## config.mk

```make
export PLATFORM = sky130hd
export DESIGN_NAME = vlt_sq_accum
export DESIGN_NICKNAME = d
export VERILOG_FILES = /design/src/rtl/vlt_pkg.sv /design/src/rtl/vlt_sq_weight.sv /design/src/rtl/vlt_sq_accum.sv
export SDC_FILE = /design/constraint.sdc
export NUM_CORES = 1
export LEC_CHECK = 0
export BUFFER_PORTS_ARGS = -buffer_cell sky130_fd_sc_hd__buf_2
export CELL_PAD_IN_SITES_DETAIL_PLACEMENT = 1
export CELL_PAD_IN_SITES_GLOBAL_PLACEMENT = 1
export CORE_ASPECT_RATIO = 0.6
export CORE_MARGIN = 2
export CORE_UTILIZATION = 44
export CTS_CLUSTER_SIZE = 30
export DETAILED_ROUTE_END_ITERATION = 8
export PLACE_DENSITY_LB_ADDON = 0.1
export SETUP_SLACK_MARGIN = 0.05
export SYNTH_ARGS = -nofsm -noshare
export SYNTH_HDL_FRONTEND = slang
export SYNTH_SLANG_ARGS = --single-unit
```

## constraint.sdc

```tcl
create_clock -name clk_i -period 9.08 [get_ports clk_i]
set_clock_uncertainty 0.15 [all_clocks]
set_input_delay 0.908 -clock clk_i [delete_from_list [all_inputs] [get_ports clk_i]]
set_output_delay 0.908 -clock clk_i [all_outputs]
set_load 0.01 [all_outputs]
```

## src/rtl/vlt_pkg.sv

```systemverilog
// Shared opcodes, shift-pair and class types for the store-queue vulnerability accumulator.
package vlt_pkg;

  localparam int OP_SB    = 6;
  localparam int OP_SH    = 7;
  localparam int OP_SW    = 8;
  localparam int OP_SD    = 10;
  localparam int OP_SWL   = 15;
  localparam int OP_SWR   = 16;
  localparam int OP_SDL   = 17;
  localparam int OP_SDR   = 18;
  localparam int OP_SC_0  = 21;
  localparam int OP_SCD_0 = 23;

  localparam int N_CLS = 4;

  typedef struct packed {
    logic [2:0] s1;
    logic [2:0] s2;
    logic       valid;
  } vlt_shift_t;

  typedef enum logic [2:0] {
    CLS_NONE = 3'd0,
    CLS_72   = 3'd1,
    CLS_80   = 3'd2,
    CLS_96   = 3'd3,
    CLS_144  = 3'd4
  } vlt_cls_e;

  typedef enum logic {
    ST_IDLE   = 1'b0,
    ST_REPORT = 1'b1
  } vlt_state_e;

  // Class index k (0..3) in class_cnt_o corresponds to enum value k+1.
  function automatic vlt_cls_e pair_to_cls(input vlt_shift_t p);
    vlt_cls_e c;
    c = CLS_NONE;
    if (p.valid) begin
      case ({p.s1, p.s2})
        6'b110_011: c = CLS_72;
        6'b110_100: c = CLS_80;
        6'b110_101: c = CLS_96;
        6'b111_100: c = CLS_144;
        default:    c = CLS_NONE;
      endcase
    end
    return c;
  endfunction

endpackage

```

## src/rtl/vlt_sq_weight.sv

```systemverilog
// Per-port combinational decode: opcode/importance to ACE shift pair and class,
// plus residency duration modulo 2^TS_W.
module vlt_sq_weight
  import vlt_pkg::*;
#(
  parameter int OPC_W = 9,
  parameter int TS_W  = 10
) (
  input  logic [OPC_W-1:0] opcode_i,
  input  logic             important_i,
  input  logic [TS_W-1:0]  start_ts_i,
  input  logic [TS_W-1:0]  end_ts_i,
  output vlt_shift_t       shift_o,
  output vlt_cls_e         cls_o,
  output logic [TS_W-1:0]  dur_o
);

  logic grp_word;
  logic grp_byte;
  logic grp_dbl;

  always_comb begin
    grp_word = 1'b0;
    grp_byte = 1'b0;
    grp_dbl  = 1'b0;
    case (opcode_i)
      OPC_W'(OP_SW), OPC_W'(OP_SH), OPC_W'(OP_SWL), OPC_W'(OP_SWR): grp_word = 1'b1;
      OPC_W'(OP_SB): grp_byte = 1'b1;
      OPC_W'(OP_SD), OPC_W'(OP_SDL), OPC_W'(OP_SDR), OPC_W'(OP_SC_0), OPC_W'(OP_SCD_0): grp_dbl = 1'b1;
      default: ;
    endcase
  end

  always_comb begin
    shift_o = '0;
    if (grp_word || grp_byte || grp_dbl) begin
      shift_o.valid = 1'b1;
      if (!important_i) begin
        shift_o.s1 = 3'd6;
        shift_o.s2 = 3'd3;
      end else if (grp_word) begin
        shift_o.s1 = 3'd6;
        shift_o.s2 = 3'd5;
      end else if (grp_byte) begin
        shift_o.s1 = 3'd6;
        shift_o.s2 = 3'd4;
      end else begin
        shift_o.s1 = 3'd7;
        shift_o.s2 = 3'd4;
      end
    end
  end

  assign cls_o = pair_to_cls(shift_o);
  assign dur_o = end_ts_i - start_ts_i;

endmodule

```

## src/rtl/vlt_sq_accum.sv

```systemverilog
// Two-stage store-queue vulnerability accumulator with window snapshot.
// Optional per-class counters are built when VLT_SQ_CLASS_CNT_EN is defined.
module vlt_sq_accum
  import vlt_pkg::*;
#(
  parameter int PORTS = 2,
  parameter int TS_W  = 10,
  parameter int OPC_W = 9,
  parameter int ACC_W = 48,
  parameter int CNT_W = 32
) (
  input  logic                   clk_i,
  input  logic                   reset_i,
  input  logic [PORTS-1:0]       v_i,
  input  logic [PORTS-1:0]       important_i,
  input  logic [PORTS*OPC_W-1:0] opcode_i,
  input  logic [PORTS*TS_W-1:0]  start_ts_i,
  input  logic [PORTS*TS_W-1:0]  end_ts_i,
  input  logic                   dump_req_i,
  output logic                   dump_ready_o,
  output logic [ACC_W-1:0]       vul_o,
  output logic [CNT_W-1:0]       evt_cnt_o,
  output logic                   sat_o,
  output logic                   v_o,
  input  logic                   yumi_i,
  output logic [4*CNT_W-1:0]     class_cnt_o,
  output vlt_state_e             state_o
);

  localparam int CONTRIB_W = TS_W + 8;
  localparam int EC_W      = $clog2(PORTS) + 1;
  localparam int SUM_W     = CONTRIB_W + EC_W;
  localparam int ADD_W     = ((ACC_W > SUM_W) ? ACC_W : SUM_W) + 1;
  localparam int CADD_W    = CNT_W + 1;

  vlt_shift_t       sh_w   [PORTS];
  vlt_cls_e         cls_w  [PORTS];
  logic [TS_W-1:0]  dur_w  [PORTS];

  for (genvar p = 0; p < PORTS; p++) begin : g_port
    vlt_sq_weight #(.OPC_W(OPC_W), .TS_W(TS_W)) u_weight (
      .opcode_i    (opcode_i[p*OPC_W +: OPC_W]),
      .important_i (important_i[p]),
      .start_ts_i  (start_ts_i[p*TS_W +: TS_W]),
      .end_ts_i    (end_ts_i[p*TS_W +: TS_W]),
      .shift_o     (sh_w[p]),
      .cls_o       (cls_w[p]),
      .dur_o       (dur_w[p])
    );
  end

  // Stage 1: per-port shift pair, class and duration, gated by the port valid.
  vlt_shift_t      sh1_d  [PORTS], sh1_q  [PORTS];
  vlt_cls_e        cls1_d [PORTS], cls1_q [PORTS];
  logic [TS_W-1:0] dur1_d [PORTS], dur1_q [PORTS];

  always_comb begin
    for (int p = 0; p < PORTS; p++) begin
      sh1_d[p]       = sh_w[p];
      sh1_d[p].valid = sh_w[p].valid & v_i[p];
      cls1_d[p]      = v_i[p] ? cls_w[p] : CLS_NONE;
      dur1_d[p]      = dur_w[p];
    end
  end

  logic [SUM_W-1:0] sum2_d, sum2_q;
  logic [EC_W-1:0]  cnt2_d, cnt2_q;

  always_comb begin
    sum2_d = '0;
    cnt2_d = '0;
    for (int p = 0; p < PORTS; p++) begin
      if (sh1_q[p].valid) begin
        sum2_d = sum2_d + SUM_W'(CONTRIB_W'(dur1_q[p]) << sh1_q[p].s1)
                        + SUM_W'(CONTRIB_W'(dur1_q[p]) << sh1_q[p].s2);
      end
      cnt2_d = cnt2_d + EC_W'(cls1_q[p] != CLS_NONE);
    end
  end

  // Snapshot handshake: v_o is high for the whole REPORT state; the consumer
  // pulses yumi_i to take it. dump_req_i is only accepted while dump_ready_o.
  vlt_state_e state_d, state_q;
  logic       dump_fire;

  always_comb begin
    state_d   = state_q;
    dump_fire = 1'b0;
    case (state_q)
      ST_IDLE: begin
        if (dump_req_i) begin
          dump_fire = 1'b1;
          state_d   = ST_REPORT;
        end
      end
      ST_REPORT: begin
        if (yumi_i) state_d = ST_IDLE;
      end
      default: state_d = ST_IDLE;
    endcase
  end

  logic [ACC_W-1:0]  acc_d, acc_q, vul_d, vul_q, acc_sum;
  logic [ADD_W-1:0]  acc_wide;
  logic              acc_ovf;
  logic              sat_d, sat_q, sat_snap_d, sat_snap_q, sat_sum;
  logic [CNT_W-1:0]  cnt_d, cnt_q, evt_d, evt_q, cnt_sum;
  logic [CADD_W-1:0] cnt_wide;

  // The snapshot sees the stage-2 sum of the dump edge, so events two edges old are in.
  always_comb begin
    acc_wide   = ADD_W'(acc_q) + ADD_W'(sum2_q);
    acc_ovf    = |acc_wide[ADD_W-1:ACC_W];
    acc_sum    = acc_ovf ? '1 : acc_wide[ACC_W-1:0];
    sat_sum    = sat_q | acc_ovf;
    cnt_wide   = CADD_W'(cnt_q) + CADD_W'(cnt2_q);
    cnt_sum    = cnt_wide[CNT_W] ? '1 : cnt_wide[CNT_W-1:0];
    acc_d      = dump_fire ? '0 : acc_sum;
    sat_d      = dump_fire ? 1'b0 : sat_sum;
    cnt_d      = dump_fire ? '0 : cnt_sum;
    vul_d      = dump_fire ? acc_sum : vul_q;
    sat_snap_d = dump_fire ? sat_sum : sat_snap_q;
    evt_d      = dump_fire ? cnt_sum : evt_q;
  end

  always_ff @(posedge clk_i) begin
    if (reset_i) begin
      for (int p = 0; p < PORTS; p++) begin
        sh1_q[p]  <= '0;
        cls1_q[p] <= CLS_NONE;
        dur1_q[p] <= '0;
      end
      sum2_q     <= '0;
      cnt2_q     <= '0;
      state_q    <= ST_IDLE;
      acc_q      <= '0;
      sat_q      <= 1'b0;
      cnt_q      <= '0;
      vul_q      <= '0;
      sat_snap_q <= 1'b0;
      evt_q      <= '0;
    end else begin
      for (int p = 0; p < PORTS; p++) begin
        sh1_q[p]  <= sh1_d[p];
        cls1_q[p] <= cls1_d[p];
        dur1_q[p] <= dur1_d[p];
      end
      sum2_q     <= sum2_d;
      cnt2_q     <= cnt2_d;
      state_q    <= state_d;
      acc_q      <= acc_d;
      sat_q      <= sat_d;
      cnt_q      <= cnt_d;
      vul_q      <= vul_d;
      sat_snap_q <= sat_snap_d;
      evt_q      <= evt_d;
    end
  end

`ifdef VLT_SQ_CLASS_CNT_EN
  logic [EC_W-1:0]   cls2_d  [N_CLS], cls2_q  [N_CLS];
  logic [CNT_W-1:0]  ccnt_d  [N_CLS], ccnt_q  [N_CLS];
  logic [CNT_W-1:0]  csnap_d [N_CLS], csnap_q [N_CLS];
  logic [CNT_W-1:0]  csum    [N_CLS];
  logic [CADD_W-1:0] cwide   [N_CLS];

  always_comb begin
    for (int k = 0; k < N_CLS; k++) begin
      cls2_d[k] = '0;
      for (int p = 0; p < PORTS; p++) begin
        cls2_d[k] = cls2_d[k] + EC_W'(int'(cls1_q[p]) == k + 1);
      end
      cwide[k]   = CADD_W'(ccnt_q[k]) + CADD_W'(cls2_q[k]);
      csum[k]    = cwide[k][CNT_W] ? '1 : cwide[k][CNT_W-1:0];
      ccnt_d[k]  = dump_fire ? '0 : csum[k];
      csnap_d[k] = dump_fire ? csum[k] : csnap_q[k];
    end
  end

  always_ff @(posedge clk_i) begin
    for (int k = 0; k < N_CLS; k++) begin
      if (reset_i) begin
        cls2_q[k]  <= '0;
        ccnt_q[k]  <= '0;
        csnap_q[k] <= '0;
      end else begin
        cls2_q[k]  <= cls2_d[k];
        ccnt_q[k]  <= ccnt_d[k];
        csnap_q[k] <= csnap_d[k];
      end
    end
  end

  for (genvar k = 0; k < N_CLS; k++) begin : g_cls_out
    assign class_cnt_o[k*CNT_W +: CNT_W] = csnap_q[k];
  end
`else
  assign class_cnt_o = '0;
`endif

  assign dump_ready_o = (state_q == ST_IDLE);
  assign v_o          = (state_q == ST_REPORT);
  assign vul_o        = vul_q;
  assign evt_cnt_o    = evt_q;
  assign sat_o        = sat_snap_q;
  assign state_o      = state_q;

endmodule
```

==> impl_metrics.ini <==
[synth]
synth_compound_area_share_pct = 16.21
muxShareOfSynthArea_pct = 5.513
yosys_warnings = 0
ys.flop_type = dfxtp_1
synth_xor_area_share_pct = 5.672
synthMostInstantiatedCell = nor2_1
async_flop_share_pct = 0
synth_top_family_by_area = simple AND/OR/NAND/NOR gates
ys_seq_area_share_pct = 31.28
yosysTopAreaCell = dfxtp_1
yosys-top-cells-count = nor2_1, dfxtp_1, buf_4
synth_adder_area_share_pct = 9.758
synthTopCellsByArea = dfxtp_1, nor2_1, buf_4
ys_ff_latch = 222
yosysUniqueCellTypes = 73
synth-edff-count = 0
synth_top_area_share_pct = 31.28
syn_inst = 1722
syn_avg_cell_area_sq_um = 8.251
synth-simple-area-share_pct = 20.70
syn_area_sq_um = 14210

[critical_path]
worstSetupEndpointType = flip-flop
crit_path_start_kind = flip-flop
cp_cell_sequence = mux2i_1, nor2_1, fa_1, a211oi_1, nor2_1, o41a_1, a41oi_1, xnor2_1, and2_1, fa_1, ha_1, a21o_1, a21oi_1, nor2b_1, a311oi_1, o21ai_0, xor2_1, a32o_1
worst-setup-path-type = reg -> reg
cp_max_fo = 13
worstPathRequired_ns = 9.36
arrival_ns = 5.96
critPathMaxStageDelay_ns = 0.74
slowest_stage = dfxtp_1

[die]
core_sq_um = 31470
die_h_um = 143.2
io_pins = 278
die_x_um = 236.0
initial_core_util_pct = 45.15
dieArea_sq_um = 33790
placementRows = 50

[clocking]
postCtsResizedCells = 0
root_buffer = clkbuf_16
tritoncts = built
cts.sinks = 222
clock_latency_ns = 0.54
htreeDepth = 1
ctsHoldBuffers = 0
numCtsBuffers = 23
cts_buffer_depth = 3
cts_setup_buffers = 0
clkTransAtPathRegs_ns = 0.06

[timing]
fin_crit_ns = 5.685
slew_viol_final = 0
tns_ns = 0
rsz0062_at_grt = false
slew_headroom_pct = 21.60
setup_viol = 0
timing.final.crit_share_pct = 62.61
tightest_slew_ns = 1.176
hold_viol = 0
max_freq_ghz = 0.1759

[drt]
vias_per_cell = 5.360
drt-total-wl_mm = 40.55
ant_nets = 0
drt_iter0_markers = 795
via_count = 12100
first_pass_iters = 5
remaining_drc_errors = 0
wl_per_cell_um = 17.97

[global_routing]
grt_pass1_wl_mm = 64.87
antenna_found_initial = 1
grt_max_degree = 80
overflow = 0
grt.total_usage_pct = 23.79
grt_pass1_vias = 12080

[pwr]
p_leak_uw = 0.006786
cellPowerDensity_nw_per_um2 = 158.3
irDropWorstVdd_v = 0.0001088

[placed_design]
dp_hpwl_mm = 30.88
gp_congestion = 0.9318
port_buffers = 149

[cells_and_area]
finalNetCount = 1988
final_util_pct = 49.41
diodes = 0
area_growth_pct = 9.432
drive_gt1_share_pct = 13.20

[outcome]
outcome = finished clean

[job]
drv_cap = 0

[hold_path]
hp-class = reg -> reg
-- state kept, by name, summed over array words and instances, names as in the netlist --
signal	flops
acc_q	48
vul_o	48
cnt_q	32
evt_cnt_o	32
dur1_q	20
sum2_q	19
sh1_q	12
cls1_q	6
cnt2_q	2
sat_o	1
sat_q	1
state_o	1
-- per-layer routing --
metal | track usage, % | wire [um] | vias to the layer above
met4 | 3.956 | 537 | 0
li1 | - | - | 5917
met5 | 0 | 0 | -
met2 | 35.90 | 16640 | 276
met3 | 3.267 | 2050 | 34
met1 | 36.17 | 21320 | 5871
-- worst max-delay path: cells and delay by family (launching register included) --
kind,cells,cell delay [ns]
AOI/OAI and AO/OA,8,2.22
adders and majority gates,3,1.32
DFF,1,0.74
and+or+nand+nor,4,0.47
xor gates and xnor gates,2,0.35
muxes,1,0.33
-- cells by family after synthesis --
family                   after synthesis
buffers and inverters                274
XOR/XNOR                              92
flip-flops                           222
adder cells (fa/ha/maj)               97
AND/OR/NAND/NOR                      610
other                                  1
multiplexers                          76
AO/OA/AOI/OAI                        350
-- report_power, final --
part           switching (uW)  internal (uW)  leakage, uW
sequential               30.0           1010      0.00181
combinational             251            147      0.00458
clock                     408            616     0.000397
total                     689           1770      0.00679
-- cell usage in the layout (no fill, tap or decap), drive strengths merged, types with 44 or more instances in the layout --
cell,n
a211oi,70
ha,74
xnor2,72
mux2i,58
a21oi,88
nor2,273
nand3,44
nand2,108
dfxtp,222
inv,69
conb,128
o21ai,56
buf,157
-- per-stage QoR --
step	cells	power (uW)	setup slack (ns)	hold WS, ns	cell area, sq um
floorplan	1849	1365	3.923	0.2771	14680
global placement	2216	1440	3.631	0.2880	14740
detailed placement	2216	1450	3.473	0.3059	14740
CTS	2257	2481	3.454	0.3208	15550
global route	2257	2574	3.028	0.3274	15550
finish	2257	2461	3.395	0.3158	15550
-- cell type report --
type	count	area, sq um
fillers	3849	15920
multi-input cells	1353	8707
inverters	68	255.2
clock buffers	35	700.7
repair buffers	157	808.3
flip-flops and latches	222	4444
clock inverters	6	111.4
well taps	416	520.5
-- path summary, 6_finish.rpt --
| path | start | to | slack, ns | cells after the start |
|---|---|---|---|---|
| setup reg to reg | sh1_q[0][4] | sum2_q[15] | 3.39 | 18 |
| hold reg to reg | vul_o[40] | vul_o[40] | 0.32 | 2 |
| setup / recovery | sh1_q[0][4] | sum2_q[15] | 3.39 | 18 |
| hold / removal | vul_o[40] | vul_o[40] | 0.32 | 2 |
No activity file was read; power rests on OpenSTA's default activity.
